===== src/rtl/gpio_filter_pkg.sv =====
// Shared constants, per-pin output bundle and counter sizing for the GPIO input filter.
package gpio_filter_pkg;

    localparam int unsigned GPIO_FILTER_DEFAULT_SAMPLES    = 4;
    localparam int unsigned GPIO_FILTER_DEFAULT_PRESCALE_W = 16;

    typedef struct packed {
        logic filtered;
        logic rise;
        logic fall;
    } pin_out_t;

    // ceil(log2(samples)), never below 1 so SAMPLES of 1 or 2 still gets a real register
    function automatic int unsigned gpio_filter_cnt_w(input int unsigned samples);
        return (samples <= 2) ? 1 : $clog2(samples);
    endfunction

endpackage


===== src/rtl/gpio_filter_pin.sv =====
// Single-pin conditioner: two-flop synchroniser, tick-gated debounce counter, filtered bit
// and, when GPIO_FILTER_EDGE_EN is defined, registered rise/fall pulses.
module gpio_filter_pin
    import gpio_filter_pkg::*;
#(
    parameter int unsigned SAMPLES = GPIO_FILTER_DEFAULT_SAMPLES
)(
    input  logic     io_clock,
    input  logic     io_reset,
    input  logic     i_raw,
    input  logic     i_tick,
    input  logic     i_bypass,
    output pin_out_t o_pin
);

    localparam int unsigned        CNT_W    = gpio_filter_cnt_w(SAMPLES);
    localparam logic [CNT_W-1:0]   CNT_LAST = CNT_W'(SAMPLES - 1);

    logic             r_ff1;
    logic             r_sync;
    logic             r_filt;
    logic [CNT_W-1:0] r_cnt;
    logic             w_filt_next;
    logic [CNT_W-1:0] w_cnt_next;

    always_ff @(posedge io_clock or negedge io_reset) begin
        if (!io_reset) begin
            r_ff1  <= 1'b0;
            r_sync <= 1'b0;
        end else begin
            r_ff1  <= i_raw;
            r_sync <= r_ff1;
        end
    end

    // Any matching tick clears the count, so only an unbroken run of SAMPLES mismatches is accepted
    always_comb begin
        w_filt_next = r_filt;
        w_cnt_next  = r_cnt;
        if (i_bypass) begin
            w_filt_next = r_sync;
            w_cnt_next  = '0;
        end else if (i_tick) begin
            if (r_sync == r_filt) begin
                w_cnt_next = '0;
            end else if (r_cnt == CNT_LAST) begin
                w_filt_next = r_sync;
                w_cnt_next  = '0;
            end else begin
                w_cnt_next = r_cnt + CNT_W'(1);
            end
        end
    end

    always_ff @(posedge io_clock or negedge io_reset) begin
        if (!io_reset) begin
            r_filt <= 1'b0;
            r_cnt  <= '0;
        end else begin
            r_filt <= w_filt_next;
            r_cnt  <= w_cnt_next;
        end
    end

    assign o_pin.filtered = r_filt;

`ifdef GPIO_FILTER_EDGE_EN
    logic r_rise;
    logic r_fall;

    // Edges are taken from the next filtered value so the pulse lines up with the new level
    always_ff @(posedge io_clock or negedge io_reset) begin
        if (!io_reset) begin
            r_rise <= 1'b0;
            r_fall <= 1'b0;
        end else begin
            r_rise <= w_filt_next & ~r_filt;
            r_fall <= ~w_filt_next & r_filt;
        end
    end

    assign o_pin.rise = r_rise;
    assign o_pin.fall = r_fall;
`else
    assign o_pin.rise = 1'b0;
    assign o_pin.fall = 1'b0;
`endif

endmodule


===== src/rtl/gpio_input_filter.sv =====
// GPIO input conditioner: shared sample-tick prescaler plus WIDTH independent debounced pins.
// Rise/fall pulse generation is built only when GPIO_FILTER_EDGE_EN is defined.
module gpio_input_filter
    import gpio_filter_pkg::*;
#(
    parameter int unsigned WIDTH      = 24,
    parameter int unsigned PRESCALE_W = GPIO_FILTER_DEFAULT_PRESCALE_W,
    parameter int unsigned SAMPLES    = GPIO_FILTER_DEFAULT_SAMPLES
)(
    input  logic                  io_clock,
    input  logic                  io_reset,
    input  logic [WIDTH-1:0]      io_pins_raw,
    input  logic [PRESCALE_W-1:0] io_cfg_prescale,
    input  logic                  io_cfg_bypass,
    output logic [WIDTH-1:0]      io_pins_filtered,
    output logic [WIDTH-1:0]      io_rise,
    output logic [WIDTH-1:0]      io_fall
);

    logic [PRESCALE_W-1:0] r_presc_cnt;
    logic                  w_tick;
    pin_out_t              w_pin_out [WIDTH];

    // >= rather than == so a lowered prescale ticks at once instead of wrapping the counter
    assign w_tick = (r_presc_cnt >= io_cfg_prescale);

    always_ff @(posedge io_clock or negedge io_reset) begin
        if (!io_reset) begin
            r_presc_cnt <= '0;
        end else if (w_tick) begin
            r_presc_cnt <= '0;
        end else begin
            r_presc_cnt <= r_presc_cnt + PRESCALE_W'(1);
        end
    end

    for (genvar g = 0; g < WIDTH; g++) begin : g_pin
        gpio_filter_pin #(
            .SAMPLES (SAMPLES)
        ) u_pin (
            .io_clock (io_clock),
            .io_reset (io_reset),
            .i_raw    (io_pins_raw[g]),
            .i_tick   (w_tick),
            .i_bypass (io_cfg_bypass),
            .o_pin    (w_pin_out[g])
        );

        assign io_pins_filtered[g] = w_pin_out[g].filtered;
        assign io_rise[g]          = w_pin_out[g].rise;
        assign io_fall[g]          = w_pin_out[g].fall;
    end

endmodule


===== config.mk =====
export PLATFORM = sky130hd
export DESIGN_NAME = gpio_input_filter
export DESIGN_NICKNAME = d
export VERILOG_FILES = /design/src/rtl/gpio_filter_pkg.sv /design/src/rtl/gpio_filter_pin.sv /design/src/rtl/gpio_input_filter.sv
export SDC_FILE = /design/constraint.sdc
export NUM_CORES = 1
export LEC_CHECK = 0
export CAP_MARGIN = 20
export CORE_ASPECT_RATIO = 0.5
export CORE_MARGIN = 2
export CORE_UTILIZATION = 55
export DETAILED_ROUTE_END_ITERATION = 16
export GPL_ROUTABILITY_DRIVEN = 0
export GPL_TIMING_DRIVEN = 0
export PLACE_DENSITY = 0.82
export SYNTH_ARGS = -nofsm -noshare
export SYNTH_HDL_FRONTEND = slang
export SYNTH_SLANG_ARGS = --single-unit

===== constraint.sdc =====
create_clock -name io_clock -period 6.7 [get_ports io_clock]
set_input_delay 1.005 -clock io_clock [delete_from_list [all_inputs] [get_ports io_clock]]
set_output_delay 1.005 -clock io_clock [all_outputs]
set_load 0.1 [all_outputs]

==> results.tsv <==
stage	metric	value	unit
synthesis	synth-seq-area-share	47.27	%
finish	antenna_cells	0	
clock_tree	ctsResizeCount	0	
sta	setup_slack	3.250	ns
global_route	met3_usage	5.877	%
synthesis	ys_top_cells_by_count	dfrtp_1, buf_4, o21ai_0	
detailed_routing	ant_nets	0	
clock_tree	insertion_delay	0.42	ns
clock_tree	numClockSinks	136	
die	ios	115	
die	fp-row-count	29	
global_route	gr-usage-met2	44.36	%
global_route	antenna_found_initial	0	
place	dp_slack	2.951	ns
sta	maxSlewViolCount	0	
clock_tree	clockBufferDepth	2	
global_route	grt.overflow.total	0	
global_route	grt_usage	25.78	%
die	core-area	12740	um2
clock_tree	cts_tree	yes	
synthesis	synth.most_common_cell	dfrtp_1	
finish	fin_cells	1004	
worst_hold_path	hold_path_depth	0	
die	dieArea	14080	um2
clock_tree	post_cts_buffers	0	
finish	seq_area	3403	um2
synthesis	ys_types	40	
die	die_x	165.8	um
synthesis	yosys_most_used_dff	dfrtp_1	
worst_setup_path	timing.rr.end	g_pin[0].u_pin.r_cnt[1]	
global_route	grt_pass1_vias	5878	
synthesis	syn_area	7199	um2
synthesis	yosysTopAreaCell	dfrtp_1	
global_route	met1_usage	30.71	%
clock_tree	root_buffer	clkbuf_16	
detailed_routing	routed_wl	17.46	mm
detailed_routing	drt_pass1_iterations	8	
detailed_routing	drt_iter0_drc	453	
run	drv_cap	0	
synthesis	ys_ff_latch	136	
sta	timing.final.crit_period	3.450	ns
detailed_routing	vias	5662	
clock_tree	holdBufCountCts	0	
sta	fmax	0.2898	GHz
sta	rsz0062_at_grt	false	
worst_setup_path	worstSetupPathType	in -> reg	
worst_setup_path	reg2reg_slack	3.91	ns
finish	drive_gt1_share	18.11	%
sta	clock_skew	0.01133	ns
worst_setup_path	cp-start-kind	input pin	
outcome	run_status	complete, no violations	
finish	num-fill-cells	925	
global_route	grt_pass1_wl	28.69	mm
worst_setup_path	cp.arrival	3.78	ns
pwr	powerDensity	306.8	nW/um2
synthesis	synth_edf_count	0	
pwr	ir_worst_vdd	0.1416	mV
worst_setup_path	endpoint_kind	register	
synthesis	synthArstFlopShare	100.0	%
pwr	power_leakage	0.004160	uW
worst_setup_path	critPathLaunch	io_cfg_prescale[14]	
clock_tree	path_clk_slew	0.06	ns
detailed_routing	wl_per_cell	17.39	um
sta	worst_slew_pin_slew	0.9919	ns
place	dpl.cell_count	972	
die	initial_core_util	56.53	%
sta	fin_crit_sh	51.50	%
worst_setup_path	crit_fanout	10	
synthesis	syn_area_per_cell	10.46	um2
place	portBuffers	66	
die	die_y	84.90	um
global_route	grt_max_degree	79	
clock_tree	numCtsBuffers	17	
worst_setup_path	r2r-start	r_presc_cnt[14]	
synthesis	synth_top_area_share	47.27	%
finish	area_growth	24.66	%
finish	fin_nets	905	
sta	slew_headroom	33.67	%
detailed_routing	route.detailed.drc	0	
worst_setup_path	critPathRequiredTime	7.03	ns
synthesis	yosysWarnings	0	
sta	setup_viol	0	
synthesis	syn-instance-count	688	
detailed_routing	routed_via_density	5.639	
worst_hold_path	hold_path.class	reg -> reg	
worst_hold_path	min_to	g_pin[10].u_pin.r_sync	
worst_setup_path	rr_worst_depth	8	
sta	hold_viol_final	0	
finish	multi_input_area	3089	um2
place	dp_hpwl	11.69	mm
clock_tree	cts_max_level	4	
global_route	grt-busiest-layer	met2	
synthesis	synthTopCellsByArea	dfrtp_1, buf_4, ha_1	
worst_hold_path	holdCritStartpoint	g_pin[10].u_pin.r_ff1	
[state kept, by name, indices dropped and copies added (netlist names)]
register            count
g_pin.u_pin.r_cnt      48
g_pin.u_pin.r_ff1      24
g_pin.u_pin.r_filt     24
g_pin.u_pin.r_sync     24
r_presc_cnt            16
[kinds of logic after synthesis]
group / count (synthesis) / synth area share [%]
AOI/OAI and AO/OA: 168 / 16.44
xor gates and xnor gates: 38 / 4.623
adders and majority gates: 41 / 7.125
buffers and inverters: 150 / 12.27
DFF: 136 / 47.27
muxes: 4 / 0.5562
other: 1 / 0.05209
and+or+nand+nor: 150 / 11.66
[area by class of cell]
cell class / instances / share of cell area [%]
clock inverter: 11 / 2.412
tap: 170 / 2.370
clock buffer: 21 / 5.353
timing repair buffer: 67 / 7.682
sequential: 136 / 37.92
multi-input combinational: 449 / 34.42
buffer: 110 / 8.170
inverter: 40 / 1.673
[routing by layer]
| layer | routed length [um] | vias to the layer above |
|---|---|---|
| li1 | - | 2537 |
| met1 | 6980 | 2760 |
| met2 | 8552 | 290 |
| met3 | 1280 | 75 |
| met4 | 650 | 0 |
| met5 | 0 | - |
[cells in the final DEF, fill, tap and decap left out, drive strengths merged, types with 22 or more instances in the layout]
master / instances
dfrtp: 136
buf: 93
o21ai: 79
clkdlybuf4s50: 65
conb: 48
ha: 41
inv: 40
clkbuf: 40
nand3: 31
a21oi: 29
a21boi: 25
o32ai: 24
nand2b: 22
[where the power goes]
part	total (uW)	switching (uW)	internal [uW]
Clock	1100	361	738
Combinational	683	463	219
Sequential	972	76.7	895
Total	2750	901	1850
[worst max path at each step]
stage                                           to  depth (start not counted)
after floorplan             g_pin[10].u_pin.r_filt                          9
after global placement       g_pin[0].u_pin.r_sync                          1
after detailed placement  g_pin[23].u_pin.r_cnt[0]                         10
after CTS                  g_pin[0].u_pin.r_cnt[1]                         10
after global routing       g_pin[0].u_pin.r_cnt[1]                         10
final                      g_pin[0].u_pin.r_cnt[1]                         10
[critical path: stages]
cell and delay, ns:
clkdlybuf4s50_1 0.46, inv_1 0.05, ha_1 0.32, nand4_1 0.18
nor3_1 0.38, o311ai_2 0.22, nand2_2 0.28, clkbuf_1 0.40
o21ai_0 0.23, a21oi_1 0.25
[stage by stage]
stage	hold WS, ns	power, uW	area, um2	utilization [%]	setup TNS (ns)
after global routing	0.3513	2851	8975	70.47	0
after detailed placement	0.3356	1658	8278	65.00	0
after CTS	0.3480	2752	8975	70.47	0
after floorplan	0.3312	1486	7376	-	0
after global placement	0.3325	1629	8249	64.77	-99.95
final	0.3453	2753	8975	70.47	0
Note: power is estimated with default switching activity, not from simulation.
